<file path="config.mk">
export PLATFORM = sky130hd
export DESIGN_NAME = sd_block_arbiter
export DESIGN_NICKNAME = d
export VERILOG_FILES = /design/src/rtl/sd_block_arbiter.sv
export SDC_FILE = /design/constraint.sdc
export NUM_CORES = 1
export LEC_CHECK = 0
export CORE_MARGIN = 8
export CORE_UTILIZATION = 49
export CTS_BUF_LIST = sky130_fd_sc_hd__clkbuf_2 sky130_fd_sc_hd__clkbuf_4 sky130_fd_sc_hd__clkbuf_8
export CTS_CLUSTER_DIAMETER = 120
export DETAILED_ROUTE_END_ITERATION = 10
export PLACE_DENSITY = 0.89
export SYNTH_ARGS = -nofsm -noshare
export SYNTH_HDL_FRONTEND = slang
export SYNTH_SLANG_ARGS = --single-unit
</file>
<file path="constraint.sdc">
create_clock -name clk_sys -period 6.6 [get_ports clk_sys]
set_input_delay 1.32 -clock clk_sys [delete_from_list [all_inputs] [get_ports clk_sys]]
set_output_delay 1.32 -clock clk_sys [all_outputs]
set_load 0.05 [all_outputs]
</file>
<file path="src/rtl/sd_block_arbiter.sv">
// sd_block_arbiter: round-robin sharing of the SD block transfer interface between NREQ drive requesters.
module sd_block_arbiter #(
  parameter int NREQ    = 3,
  parameter int LBA_W   = 32,
  parameter int TIMEOUT = 1048576
) (
  input  logic                  clk_sys,
  input  logic                  reset,
  input  logic [NREQ-1:0]       req_rd,
  input  logic [NREQ-1:0]       req_wr,
  input  logic [NREQ*LBA_W-1:0] req_lba,
  input  logic [NREQ-1:0]       req_mounted,
  input  logic [NREQ-1:0]       sd_ack,
  output logic [LBA_W-1:0]      sd_lba,
  output logic [NREQ-1:0]       sd_rd,
  output logic [NREQ-1:0]       sd_wr,
  output logic                  cpu_wait,
  output logic                  busy,
  output logic [2:0]            grant_id,
  output logic [NREQ-1:0]       req_done,
  output logic [NREQ-1:0]       req_err
);
  localparam int TW = $clog2(TIMEOUT);
  typedef enum logic [1:0] {IDLE, ISSUE, XFER} state_t;
  state_t state_q, state_d;
  logic [NREQ-1:0] pend_rd_q, pend_rd_d, pend_wr_q, pend_wr_d, ack_q;
  logic [NREQ-1:0] sd_rd_q, sd_rd_d, sd_wr_q, sd_wr_d;
  logic [NREQ-1:0] req_done_q, req_done_d, req_err_q, req_err_d, clr_rd, clr_wr;
  logic [2:0] rr_ptr_q, rr_ptr_d, grant_id_q, grant_id_d, win, idx;
  logic [TW-1:0] timer_q, timer_d;
  logic [LBA_W-1:0] sd_lba_q, sd_lba_d;
  logic cpu_wait_q, cpu_wait_d, busy_q, busy_d, found, win_rd, win_mnt, ack_rise, ack_fall;
  logic [7:0] cand, oh_win, oh_gnt;
  logic [LBA_W-1:0] lba_arr [8];
  // Widen per-requester vectors to 8 so a 3-bit index never needs truncation
  for (genvar g = 0; g < 8; g++) begin : g_lba
    if (g < NREQ) begin : g_used
      assign lba_arr[g] = req_lba[g*LBA_W +: LBA_W];
    end else begin : g_pad
      assign lba_arr[g] = '0;
    end
  end
  assign cand   = 8'(pend_rd_q | pend_wr_q);
  assign oh_gnt = 8'd1 << grant_id_q;
  assign ack_rise = |(oh_gnt & 8'(sd_ack) & ~8'(ack_q));
  assign ack_fall = |(oh_gnt & ~8'(sd_ack) & 8'(ack_q));
  always_comb begin
    found = 1'b0;
    win = rr_ptr_q;
    idx = rr_ptr_q;
    for (int k = 0; k < NREQ; k++) begin
      idx = (idx == 3'(NREQ-1)) ? 3'd0 : idx + 3'd1;
      if (!found && cand[idx]) begin
        found = 1'b1;
        win = idx;
      end
    end
    oh_win = 8'd1 << win;
    win_rd = |(oh_win & 8'(pend_rd_q));
    win_mnt = |(oh_win & 8'(req_mounted));
    state_d = state_q;
    rr_ptr_d = rr_ptr_q;
    grant_id_d = grant_id_q;
    timer_d = timer_q;
    sd_lba_d = sd_lba_q;
    sd_rd_d = sd_rd_q;
    sd_wr_d = sd_wr_q;
    req_done_d = '0;
    req_err_d = '0;
    clr_rd = '0;
    clr_wr = '0;
    case (state_q)
      IDLE: if (found) begin
        grant_id_d = win;
        rr_ptr_d = win;
        clr_rd = win_rd ? NREQ'(oh_win) : '0;
        clr_wr = win_rd ? '0 : NREQ'(oh_win);
        if (!win_mnt) req_err_d = NREQ'(oh_win);
        else begin
          sd_lba_d = lba_arr[win];
          sd_rd_d = clr_rd;
          sd_wr_d = clr_wr;
          timer_d = '0;
          state_d = ISSUE;
        end
      end
      ISSUE: if (ack_rise) begin
        sd_rd_d = '0;
        sd_wr_d = '0;
        state_d = XFER;
      end else if (timer_q == TW'(TIMEOUT-1)) begin
        sd_rd_d = '0;
        sd_wr_d = '0;
        req_err_d = NREQ'(oh_gnt);
        state_d = IDLE;
      end else timer_d = timer_q + 1'b1;
      XFER: if (ack_fall) begin
        req_done_d = NREQ'(oh_gnt);
        state_d = IDLE;
      end
      default: state_d = IDLE;
    endcase
    pend_rd_d = (pend_rd_q & ~clr_rd) | req_rd;
    pend_wr_d = (pend_wr_q & ~clr_wr) | req_wr;
    busy_d = state_d != IDLE;
    cpu_wait_d = (|pend_rd_d) || (|pend_wr_d) || busy_d;
  end
  always_ff @(posedge clk_sys) begin
    if (reset) begin
      state_q <= IDLE;
      pend_rd_q <= '0;
      pend_wr_q <= '0;
      ack_q <= '0;
      rr_ptr_q <= 3'(NREQ-1);
      grant_id_q <= '0;
      timer_q <= '0;
      sd_lba_q <= '0;
      sd_rd_q <= '0;
      sd_wr_q <= '0;
      req_done_q <= '0;
      req_err_q <= '0;
      cpu_wait_q <= 1'b0;
      busy_q <= 1'b0;
    end else begin
      state_q <= state_d;
      pend_rd_q <= pend_rd_d;
      pend_wr_q <= pend_wr_d;
      ack_q <= sd_ack;
      rr_ptr_q <= rr_ptr_d;
      grant_id_q <= grant_id_d;
      timer_q <= timer_d;
      sd_lba_q <= sd_lba_d;
      sd_rd_q <= sd_rd_d;
      sd_wr_q <= sd_wr_d;
      req_done_q <= req_done_d;
      req_err_q <= req_err_d;
      cpu_wait_q <= cpu_wait_d;
      busy_q <= busy_d;
    end
  end
  assign sd_lba = sd_lba_q;
  assign sd_rd = sd_rd_q;
  assign sd_wr = sd_wr_q;
  assign cpu_wait = cpu_wait_q;
  assign busy = busy_q;
  assign grant_id = grant_id_q;
  assign req_done = req_done_q;
  assign req_err = req_err_q;
endmodule

</file>
## Word-level counts from Yosys, hierarchy flattened

Index checks and enable logic that the tools add are counted.

| operators by class | value |
|---|---|
| $add $sub $neg | 4 |
| multipliers | 0 |
| divide/modulo/power cells | 0 |
| order comparisons | 4 |
| equality and inequality tests | 11 |
| shift operators | 2 |
| multiplexer cells | 48 |
| bitwise operators | 18 |
| reductions and logical operators | 20 |

Operators by type and width:

| operator | number |
|---|---|
| 32-bit binary-select mux with 3-bit select | 1 |
| 20-bit two-way mux | 4 |
| 3-bit two-way mux | 22 |
| 32-bit two-way mux | 2 |
| 20-bit one-hot mux with 2 select lines | 1 |
| 8-bit by 3-bit AND with 8-bit output | 4 |
| 8-bit OR reduction | 4 |
| 20-bit by 1-bit adder with 20-bit output (second input constant) | 1 |
| 20-bit equality test (second input constant) | 1 |
| 3-bit one-hot mux with 2 select lines | 3 |
| 8-bit AND | 2 |
| 3-bit inverter with 8-bit output | 2 |
| 1-bit by 3-bit left shift with 8-bit output (first input constant) | 2 |
| 3-bit by 4-bit less-than comparator with 1-bit output (second input constant) | 3 |
| 2-bit two-way mux | 5 |
| 3-bit by 1-bit adder with 3-bit output (second input constant) | 3 |
| 1-bit binary-select mux with 3-bit select | 3 |
| 3-bit by 2-bit equality test with 1-bit output (second input constant) | 3 |
| 3-bit bitwise OR | 3 |
| 3-bit OR reduction | 3 |
| 2-bit != test (second input constant) | 4 |
| 3-bit AND | 2 |
| 1-bit two-way mux | 6 |
| 3-bit inverter | 2 |
| other kinds (16) | 21 |

| word-level totals | value |
|---|---|
| register bits | 83 |
| bits in latches | 0 |
| RAM bits | 0 |
| memory bits (read-only) | 0 |
| bits of input ports | 110 |
| output and inout port bits | 49 |
| logic and storage cells | 121 |
| memories | 0 |

## Depth between registers and ports, before layout

| depth | value |
|---|---|
| depth in word-level cells | 23 |
| mapped depth | 10 |
| mapped depth without buffers | 8 |

## Worst setup path after synthesis

No wires, ideal clock.

| path | value |
|---|---|
| kind | input-to-reg |
| start point | input sd_ack[0] |
| end point | register timer_q[9] |
| library setup time | 0.059 ns |
| arrival | 2.961 ns |
| required time | 6.541 ns |
| slack | 3.580 ns |
| stages | 8 |
| buffers on the path | 1 |
| cells stage by stage | nor3b_1 > a311oi_1 > o21bai_1 > o2bb2ai_2 > o2111ai_4 > buf_6 > or4_1 > nand2_1 |

| on the way | value |
|---|---|
| word-level cells in the longest chain between the ends | 5 |

RTL lines:

| element | line | RTL |
|---|---|---|
| start, declared | 13 | `input logic [NREQ-1:0] sd_ack,` |
| 8-bit by 3-bit AND with 8-bit output | 45 | `assign ack_rise = \|(oh_gnt & 8'(sd_ack) & ~8'(ack_q));` |
| 8-bit AND | 45 |  |
| 8-bit OR reduction | 45 |  |
| 2-bit != test (no line) | -- |  |
| 5-bit AND reduction (no line) | -- |  |
| end signal, assigned | 131 | `timer_q <= timer_d;` |
| end, declared | 30 | `logic [TW-1:0] timer_q, timer_d;` |

Every way passes these cells.
A chain may end at the register's enable or synchronous reset.

## Final worst setup path

| path | value |
|---|---|
| start point | input sd_ack[0] |
| end point | register timer_q[11] |

Same word-level chain as after synthesis.

==> metrics.txt <==
die area 11,500 µm²; share of cells above drive strength 1 0.0661; clk slew on worst S/H paths 0.08 ns; PwrDens 445 nW/µm²; GRT Total Usage 0.235; synthesized area per cell between 8 and 9 µm²; clk buf depth 2; Die Width ~110 µm; post-synthesis simple-gate area fraction 0.241; largest net degree at the start of global routing 74; CP Class in -> reg; Crit path required time approximately 6.9 ns; Post-synth ARST share 0; XOR/XNOR Fraction of Synth Area 0.0194; first drt pass iteration count 5; clk_lat worst skew 0.36 ns; Post-Synthesis Cells ~500; design area around 5900 µm²; Startpoint Class input pin; sequential share of the synthesized area 0.399; hold_buf cts 0; 1st-iter DRT viols ~400; max-cap check violation count 0; maximum VDD drop between 200 and 300 µV; number of setup violations in the final report 0; Final nets roughly 740; DR vias ~4,400; Power Total 2.61 mW; Main synth FF type dfxtp_1; global-route wire length before repair about 22 mm; Yosys Warn Count 0; GR Overflow Total 0; WL/cell roughly 19 µm; Synthesized Nets roughly 610; Clock Tree Root clkbuf_8; # resized after CTS 0; main combinational cell family by area after synthesis compound AO/OA/AOI/OAI gates; Layout area overhead 44.0%; # Post-CTS Setup Buffers 0; crit path time final around 3.5 ns; setup total negative slack 0 ns; Slew Limit Headroom 0.489; fmax between 200 and 300 MHz; FF+latch area approximately 1600 µm²; max-slew violations 0; period utilization 0.533; Worst EP arrival 3.79 ns; Synth cell types 64; antenna-violating nets left 0; status complete, no violations; initial core utilization 0.500; Post-synth EDFFs 0; RePlAce Congestion about 0.94; HPWL Detailed 10.1 mm; CTS tree built; mux cell area share after synthesis 0.00246; Hold Crit Class reg -> reg; die height 107 µm; Worst-Margin Slew approximately 0.77 ns; unrepaired setup endpoints after global routing false; Core Region a little over 8000 µm²; Pleak about 2 nW; DRC 0; initial antenna violation count 0; Clock Sinks a little over 80; Synth Register Bits a little over 80; Mapped Area ~4100 µm²; Synth Area in Compound Gates 0.286; final wirelength 13.9 mm; Clock Skew ~0.010 ns; # diodes 0; H-tree levels 3; crit-path max FO 17; fill count between 600 and 700; vias in the first global route about 4,300; Num CTS Buffers 9; num rows 33; area of the multi-input gates about 2200 µm²; final hold viol count 0; Critical Path Sink Type flop; I/O Buffers between 150 and 200; Ports between 150 and 200; Vias/cell 5.96; placed inst area 5640 µm²; post-synthesis adder-cell area fraction 0.00308
## power by group
| part | switching (mW) | internal, mW |
|---|---|---|
| clock network | 0.191 | 0.216 |
| logic | 1.01 | 0.503 |
| registers | 0.0924 | 0.601 |
## kinds of logic (layout without fill, tap and decap cells)
| logic type | after synthesis | after routing |
|---|---|---|
| XOR/XNOR | 9 | 9 |
| multiplexers | 1 | 1 |
| buffers and inverters | 47 | 187 |
| flip-flops | 81 | 81 |
| adder cells (fa/ha/maj) | 1 | 1 |
| AO/OA/AOI/OAI | 154 | 154 |
| AND/OR/NAND/NOR | 202 | 202 |
## stage by stage
| step | utilization | instances | setup slack (ns) | hold slack [ns] |
|---|---|---|---|---|
| 2_1_floorplan | - | 495 | 3.58 | 0.452 |
| 3_3_place_gp | 0.693 | 724 | 2.83 | 0.446 |
| 3_5_place_dp | 0.693 | 724 | 2.70 | 0.454 |
| 4_1_cts | 0.720 | 740 | 3.08 | 0.470 |
| 5_1_grt | 0.720 | 740 | 2.91 | 0.497 |
| 6_report | 0.720 | 740 | 3.08 | 0.464 |
## routing by layer
| metal | global-route usage | routed length (µm) | vias to the layer above |
|---|---|---|---|
| met1 | 0.271 | 5370 | 2077 |
| li1 | - | - | 2113 |
| met2 | 0.400 | 7050 | 198 |
| met3 | 0.0648 | 1180 | 25 |
| met5 | 0 | 0 | - |
| met4 | 0.0925 | 323 | 0 |
## synth_stat cells (4+ instances only)
cell	number	area, µm²
a211oi_1	33	248
a21oi_1	54	270
a222oi_1	17	170
and3_1	6	37.5
buf_2	4	20.0
clkbuf_1	28	105
dfxtp_1	81	1620
inv_1	9	33.8
nand2_1	53	199
nand3_1	17	85.1
nand4_1	11	68.8
nor2_1	72	270
nor3_1	5	25.0
o2111ai_1	5	43.8
o211ai_1	5	37.5
o21ai_0	7	35.0
or4_1	7	52.6
xor2_1	9	78.8
## final cells by class
cell class                      count  share of cell area
Clock buffer                        9              0.0211
Clock inverter                      7              0.0169
Inverter                            9             0.00577
Multi-Input combinational cell    367               0.383
Sequential cell                    81               0.277
Tap cell                          105              0.0224
Timing Repair Buffer              162               0.274
## placed cells by master (no fill, tap or decap), types with 2 or more instances in the layout
cell             count
a2111oi_2            2
a211oi_1            33
a21oi_1             54
a222oi_1            17
a31oi_4              2
a32o_1               2
and2_1               2
and3_1               6
and4_1               2
buf_4                4
bufinv_16            2
clkbuf_8             9
clkdlybuf4s50_1    157
dfxtp_1             81
inv_1                9
inv_6                3
nand2_1             53
nand2b_1             3
nand3_1             17
nand4_1             11
nor2_1              72
nor2b_1              2
nor3_1               5
nor3b_1              2
nor4_1               3
o2111ai_1            5
o211ai_1             5
o21a_1               2
o21ai_0              7
o21ai_1              2
o21ai_2              2
o21bai_1             2
o31ai_1              3
or2_1                3
or2_2                3
or3_1                3
or4_1                7
xor2_1               9
## sequential cells by signal, indices dropped and copies added, names as in the netlist
| name | flops |
|---|---|
| req_err | 3 |
| rr_ptr_q | 3 |
| req_done | 3 |
| timer_q | 20 |
| ack_q | 3 |
| cpu_wait | 1 |
| sd_lba | 32 |
| pend_rd_q | 3 |
| pend_wr_q | 3 |
| sd_wr | 3 |
| grant_id | 1 |
| sd_rd | 3 |
| state_q | 2 |
| busy | 1 |
## critical path, cell delays in order
cell,delay (ns)
clkdlybuf4s50_1,0.42
nor3b_1,0.14
a311oi_1,0.34
o21bai_1,0.16
o2bb2ai_2,0.39
o2111ai_4,0.32
or4b_1,0.54
a21oi_1,0.15
## final timing paths
kind | startpoint | to | slack (ns) | cells past startpoint
setup / recovery | sd_ack[0] | timer_q[11] | 3.08 | 8
setup reg to reg | rr_ptr_q[2] | timer_q[5] | 3.16 | 8
hold / removal | sd_wr[2] | sd_wr[2] | 0.46 | 2
hold reg to reg | sd_wr[2] | sd_wr[2] | 0.46 | 2
(Power assumes the default switching activity.)
